===== src/rtl/mxn_scan_if.sv =====
// mxn_scan_if: channel data, select controls and registered results of the scanning N:1 mux
//   master: drives a, sel_ld, sel_in, scan_en, step, hold; samples q, q_valid, cur_sel, wrap, sel_err
//   slave : the mux side of the same signals
interface mxn_scan_if #(
  parameter int CHANNELS = 6,
  parameter int WIDTH    = 1,
  parameter int SELW     = 3
);
  logic [CHANNELS*WIDTH-1:0] a;
  logic                      sel_ld;
  logic [SELW-1:0]           sel_in;
  logic                      scan_en;
  logic                      step;
  logic                      hold;
  logic [WIDTH-1:0]          q;
  logic                      q_valid;
  logic [SELW-1:0]           cur_sel;
  logic                      wrap;
  logic                      sel_err;
  modport master (
    output a, sel_ld, sel_in, scan_en, step, hold,
    input  q, q_valid, cur_sel, wrap, sel_err
  );
  modport slave (
    input  a, sel_ld, sel_in, scan_en, step, hold,
    output q, q_valid, cur_sel, wrap, sel_err
  );
endinterface


===== src/rtl/mxn_scan.sv =====
// mxn_scan: N:1 mux with a loadable / round-robin registered select and a registered output
//   clk    : rising-edge clock
//   resetl : asynchronous active-low reset, clears every output
//   bus    : mxn_scan_if slave (a, sel_ld, sel_in, scan_en, step, hold -> q, q_valid, cur_sel, wrap, sel_err)
module mxn_scan #(
  parameter int CHANNELS = 6,
  parameter int WIDTH    = 1,
  parameter int SELW     = 3
) (
  input logic         clk,
  input logic         resetl,
  mxn_scan_if.slave   bus
);
  logic [SELW-1:0]  sel_q, sel_d;
  logic [WIDTH-1:0] q_q, q_d;
  logic             valid_q, valid_d, wrap_q, wrap_d, err_q, err_d, change;
  always_comb begin
    sel_d  = sel_q;
    err_d  = err_q;
    wrap_d = 1'b0;
    change = 1'b0;
    if (bus.sel_ld) begin
      if (32'(bus.sel_in) < CHANNELS) begin
        sel_d  = bus.sel_in;
        err_d  = 1'b0;
        change = 1'b1;
      end else
        err_d = 1'b1;
    end else if (bus.scan_en && bus.step) begin
      change = 1'b1;
      wrap_d = sel_q == SELW'(CHANNELS - 1);
      sel_d  = wrap_d ? '0 : sel_q + 1'b1;
    end
    // output samples the channel chosen before this edge's select update
    q_d     = bus.hold ? q_q : bus.a[sel_q*WIDTH +: WIDTH];
    valid_d = bus.hold ? valid_q : ~change;
  end
  always_ff @(posedge clk or negedge resetl)
    if (!resetl) begin
      sel_q   <= '0;
      q_q     <= '0;
      valid_q <= 1'b0;
      wrap_q  <= 1'b0;
      err_q   <= 1'b0;
    end else begin
      sel_q   <= sel_d;
      q_q     <= q_d;
      valid_q <= valid_d;
      wrap_q  <= wrap_d;
      err_q   <= err_d;
    end
  assign bus.q       = q_q;
  assign bus.q_valid = valid_q;
  assign bus.cur_sel = sel_q;
  assign bus.wrap    = wrap_q;
  assign bus.sel_err = err_q;
endmodule


===== src/flat_wrapper.sv =====
// flat-port wrapper written by rule: the top's interface ports become plain ports
module mxn_scan_flat 
#(
  parameter int CHANNELS = 6,
  parameter int WIDTH    = 1,
  parameter int SELW     = 3
)
  (clk, resetl, bus_a, bus_sel_ld, bus_sel_in, bus_scan_en, bus_step, bus_hold, bus_q, bus_q_valid, bus_cur_sel, bus_wrap, bus_sel_err);
  mxn_scan_if #(.CHANNELS(CHANNELS), .WIDTH(WIDTH), .SELW(SELW)) bus_i ();
  input logic clk;
  input logic resetl;
  input wire logic [$bits(bus_i.a)-1:0] bus_a;
  input wire logic [$bits(bus_i.sel_ld)-1:0] bus_sel_ld;
  input wire logic [$bits(bus_i.sel_in)-1:0] bus_sel_in;
  input wire logic [$bits(bus_i.scan_en)-1:0] bus_scan_en;
  input wire logic [$bits(bus_i.step)-1:0] bus_step;
  input wire logic [$bits(bus_i.hold)-1:0] bus_hold;
  output wire logic [$bits(bus_i.q)-1:0] bus_q;
  output wire logic [$bits(bus_i.q_valid)-1:0] bus_q_valid;
  output wire logic [$bits(bus_i.cur_sel)-1:0] bus_cur_sel;
  output wire logic [$bits(bus_i.wrap)-1:0] bus_wrap;
  output wire logic [$bits(bus_i.sel_err)-1:0] bus_sel_err;
  assign bus_i.a = bus_a;
  assign bus_i.sel_ld = bus_sel_ld;
  assign bus_i.sel_in = bus_sel_in;
  assign bus_i.scan_en = bus_scan_en;
  assign bus_i.step = bus_step;
  assign bus_i.hold = bus_hold;
  assign bus_q = bus_i.q;
  assign bus_q_valid = bus_i.q_valid;
  assign bus_cur_sel = bus_i.cur_sel;
  assign bus_wrap = bus_i.wrap;
  assign bus_sel_err = bus_i.sel_err;
  mxn_scan #(.CHANNELS(CHANNELS), .WIDTH(WIDTH), .SELW(SELW)) u_core (.clk(clk), .resetl(resetl), .bus(bus_i));
endmodule

===== config.mk =====
export PLATFORM = sky130hd
export DESIGN_NAME = mxn_scan_flat
export DESIGN_NICKNAME = d
export VERILOG_FILES = /design/src/rtl/mxn_scan_if.sv /design/src/rtl/mxn_scan.sv /design/src/flat_wrapper.sv
export SDC_FILE = /design/constraint.sdc
export NUM_CORES = 1
export LEC_CHECK = 0
export BUFFER_PORTS_ARGS = -buffer_cell sky130_fd_sc_hd__buf_2
export CAP_MARGIN = 10
export CORE_AREA = 4 4 41 43
export CTS_CLUSTER_DIAMETER = 60
export CTS_CLUSTER_SIZE = 24
export DETAILED_ROUTE_END_ITERATION = 10
export DIE_AREA = 0 0 45 47
export SYNTH_ARGS = -nofsm -noshare
export SYNTH_HDL_FRONTEND = slang
export SYNTH_SLANG_ARGS = --single-unit

===== constraint.sdc =====
create_clock -name clk -period 1.4 [get_ports clk]
set_input_delay 0.07 -clock clk [delete_from_list [all_inputs] [get_ports clk]]
set_output_delay 0.07 -clock clk [all_outputs]
set_load 0.02 [all_outputs]

## Yosys cells after proc, flatten, opt, wreduce, memory -nomap -nowiden

Index checks and enable logic that the tools add are counted.

- Reduce and logical (&&, ||, !) cells: 3
- Bitwise logic cells: 1
- Shifts and indexed selects: 1
- Order comparisons: 1
- Mux-type cells: 10
- Equal/unequal tests: 2
- Add/subtract/negate cells: 1

Operator list:

| cell | number |
|---|---|
| 3-bit 2-to-1 mux | 4 |
| 1-bit 2-to-1 mux | 6 |
| 6-bit by 4-bit variable part select with 1-bit output | 1 |
| 3-bit by 1-bit adder with 3-bit output, second input constant | 1 |
| 3-bit equality test, second input constant | 1 |
| 3-bit < comparator, second input constant | 1 |
| 2-bit by 1-bit != test with 1-bit output, second input constant | 1 |
| 2-bit AND reduction | 1 |
| 2-bit nonzero test | 1 |
| 1-bit logical AND | 1 |
| 1-bit NOT | 1 |

- Output and inout port bits: 7
- Register bits after elaboration: 7

## Logic depth before layout (Yosys ltp)

- Depth in word-level cells: 4
- Mapped depth: 4
- Depth with buffers taken out: 3

## Least setup slack after synthesis

OpenSTA, ideal clock, no wires.

- Path kind: register to register
- Start: reg u_core.sel_q[0] (netlist: u_core.bus.cur_sel[0])
- End: reg u_core.q_q (netlist: u_core.bus.q)
- Buffers on the path: 1
- Library setup time: 0.127 ns
- Clock period less this slack: 1.260 ns
- Arrival time: 1.133 ns
- Slack: 0.140 ns
- Cell stages (with the launch flop): 5
- Cells stage by stage: dfrtp_1 > buf_6 > mux2_1 > a31oi_1 > a21oi_1

- Word-level cells in the longest chain between the ends: 1

Ends and longest elaborated chain:

| element | line | source |
|---|---|---|
| from (decl) | mxn_scan.sv:14 | `logic [SELW-1:0] sel_q, sel_d;` |
| from (signal assigned) | mxn_scan.sv:46 | `sel_q <= sel_d;` |
| 6-bit by 4-bit variable part select with 1-bit output | mxn_scan.sv:35 | `q_d = bus.hold ? q_q : bus.a[sel_q*WIDTH +: WIDTH];` |
| to (signal assigned) | mxn_scan.sv:47 | `q_q <= q_d;` |
| to (decl) | mxn_scan.sv:15 | `logic [WIDTH-1:0] q_q, q_d;` |

No other way between the ends.
A chain may end at the register's enable or synchronous reset.

## Worst setup path after layout

Ends and elaborated chain as after synthesis.

==> flow_summary.ini <==
[run_status]
outcome = finished, final reports clean

[routing]
vias = 395
route.detailed.drc = 0
viasPerCell = 4.88
wl_per_cell_um = 11.5
final_antenna_net_count = 0
drtPass1Iterations = 4
dr.first_iter.drc_count = 6
drt_wl_total_um = 929

[die]
dieWidth_um = 45
die_h_um = 47
dieArea_sq_mm = 0.00212
coreArea_sq_mm = 0.00130
start_util_pct = 32.3
pin_count = 22
rows = 13

[synth]
ys_seq_elements = 7
ys_seq_area_share_pct = 41.7
synthTopCellsByArea = dfrtp_1 42%, buf_6 5.4%, mux2_1 5.4%, mux2i_1 4.8%, nand3_1 4.8%
yosysTopAreaCellShare_pct = 41.7
synthesis.nets = 57
synth-warning-count = 0
yosysUniqueCellTypes = 21
syn_area_sq_um = 420
yosys.area.top_type = dfrtp_1
avgSynthCellArea_sq_um = 10.0
synthesis.instances = 42

[finish]
multiInputGateArea_sq_um = 211
fin_util_pct = 42.9
syn2layout_area_growth_pct = 32.7
n_antenna_cell = 0
fill_cells = 151
fin_nets = 82
regArea_sq_um = 175
drive_above_1_share_pct = 40.9

[pwr]
power.switching_uw = 198
ir_worst_vdd_mv = 0.372
pwr-share-comb_pct = 28.0
internal_power_uw = 418
p_seq_share_pct = 43.3
p_sw_share_pct = 32.1
leakagePower_uw = 0.000282
powerDensity_mw_per_mm2 = 1100
pwr-share-clk_pct = 28.6

[sta]
max_freq_ghz = 0.803
tightestPinTransition_ns = 0.323
rsz0062_at_grt = false
fin_crit_ns = 1.24
timing.final.crit_share_pct = 88.9
fin_worst_skew_ns = 0.00685
setup_viol = 0
slew_violations = 0
tns_ns = 0
hold_viol = 0
relSlewSlack_pct = 78.1

[worst_setup_path]
crit_path_max_fanout = 10
crit_required_ns = 1.53
reg2reg_from = u_core.bus.cur_sel[0]
crit_start = u_core.bus.cur_sel[0]
rr_endpoint = u_core.bus.q
critical_path_class = flop to flop
critical_path.endpoint = u_core.bus.q
cp.arrival_ns = 1.37
end_kind = flop
rr_worst_depth = 3
cp-start-kind = flop
rrSetupSlack_ns = 0.16

[clocking]
clk_pin_slew_ns = 0.05
clock-sinks = 7
cts_buffers = 3
cts_tree = built
cts_resized = 0
cts_hold_buf = 1
clockBufferDepth = 2
h-tree-depth = 1
clock_latency_ns = 0.25
clk_root_buffer_cell = clkbuf_4
cts_setup_buffers = 0

[placed_design]
port_buffers = 21
gp_congestion = 0.769
dpl.hpwl_um = 747

[global_route]
grt_pass1_vias = 358
grt_overflow = 0
grt_pass1_wl_mm = 1.46
grt_use_total_pct = 10.2
antenna_found_initial = 0
grt_max_degree = 12

[flow_run]
cap_violations = 0

[hold_path]
min_path_type = primary input to flop
per-layer routing:
| metal | global-route usage (%) | share of wire, % |
|---|---|---|
| met5 | 0 | 0 |
| met4 | 10.5 | 2.0 |
| met3 | 2.68 | 6.6 |
| met2 | 15.5 | 48 |
| met1 | 11.2 | 43 |
kinds of logic (layout without fill, tap and decap cells):
| group | after synthesis | after routing | synth area share [%] |
|---|---|---|---|
| simple gates | 13 | 13 | 17.6 |
| mux | 6 | 6 | 16.4 |
| flops | 7 | 7 | 41.7 |
| compound gates | 11 | 11 | 16.4 |
| buf+inv | 5 | 29 | 8.04 |
registers in the layout, summed over array words and instances, names as in the netlist:
| signal | flops |
|---|---|
| u_core.bus.q | 1 |
| u_core.bus.q_valid | 1 |
| u_core.bus.wrap | 1 |
| u_core.bus.sel_err | 1 |
| u_core.bus.cur_sel | 3 |
worst min path at each step:
stage,start,to,slack [ns],cells after the start
after global placement,resetl,u_core.bus.sel_err,-0.09,1
after global routing,bus_hold,u_core.bus.q_valid,0.10,2
after detailed placement,resetl,u_core.bus.sel_err,-0.09,1
after CTS,bus_hold,u_core.bus.q_valid,0.09,2
after floorplan,resetl,u_core.bus.cur_sel[0],-0.23,0
final,bus_hold,u_core.bus.q_valid,0.09,2
synth_stat cells:
master	count
nor2_1	2
nand2_1	1
mux2_1	2
o21ai_0	4
dfrtp_1	7
nand3_1	4
a22oi_1	1
nor2b_1	2
or2_1	1
a21oi_2	1
mux2_4	1
a31oi_1	1
nor4b_1	2
and3_1	1
o31ai_1	1
a21oi_1	2
o311ai_0	1
inv_1	3
buf_6	2
mux2i_1	2
mux2_2	1
metrics by stage:
| stage | instances | power, uW | hold WS [ns] | cell area (sq um) | setup WS, ns |
|---|---|---|---|---|---|
| after floorplan | 42 | 380 | -0.226 | 420 | 0.140 |
| after global placement | 76 | 442 | -0.0926 | 522 | 0.195 |
| after detailed placement | 76 | 444 | -0.0937 | 522 | 0.159 |
| after CTS | 81 | 626 | 0.0905 | 558 | 0.153 |
| after global routing | 81 | 655 | 0.102 | 558 | 0.0720 |
| final | 81 | 616 | 0.0933 | 558 | 0.155 |
worst max-delay path: stages (launching register included):
cell and delay (ns):
dfrtp_1 0.51, mux2_1 0.36, a22oi_1 0.17, a21oi_1 0.08
layout make-up:
class | count | area share [%]
clock buffer | 4 | 4.71
inverter | 3 | 2.02
multi-input combinational | 30 | 37.9
sequential | 7 | 31.4
tap | 15 | 3.36
timing repair buffer | 22 | 20.6
power groups by stage:
stage | clock (uW) | sequential [uW] | combinational (uW)
final | 176 | 267 | 173
after global routing | 192 | 273 | 190
after CTS | 184 | 267 | 175
after detailed placement | 0 | 271 | 173
after global placement | 0 | 270 | 172
after floorplan | 0 | 291 | 88.7
cells in the final DEF (no fill, tap or decap), types with 2 or more instances in the layout:
master	instances
buf_2	21
dfrtp_1	7
nand3_1	4
o21ai_0	4
inv_1	3
clkbuf_4	3
nor4b_1	2
nor2_1	2
nor2b_1	2
mux2_1	2
a21oi_1	2
mux2i_1	2
No activity file was read; power rests on OpenSTA's default activity.
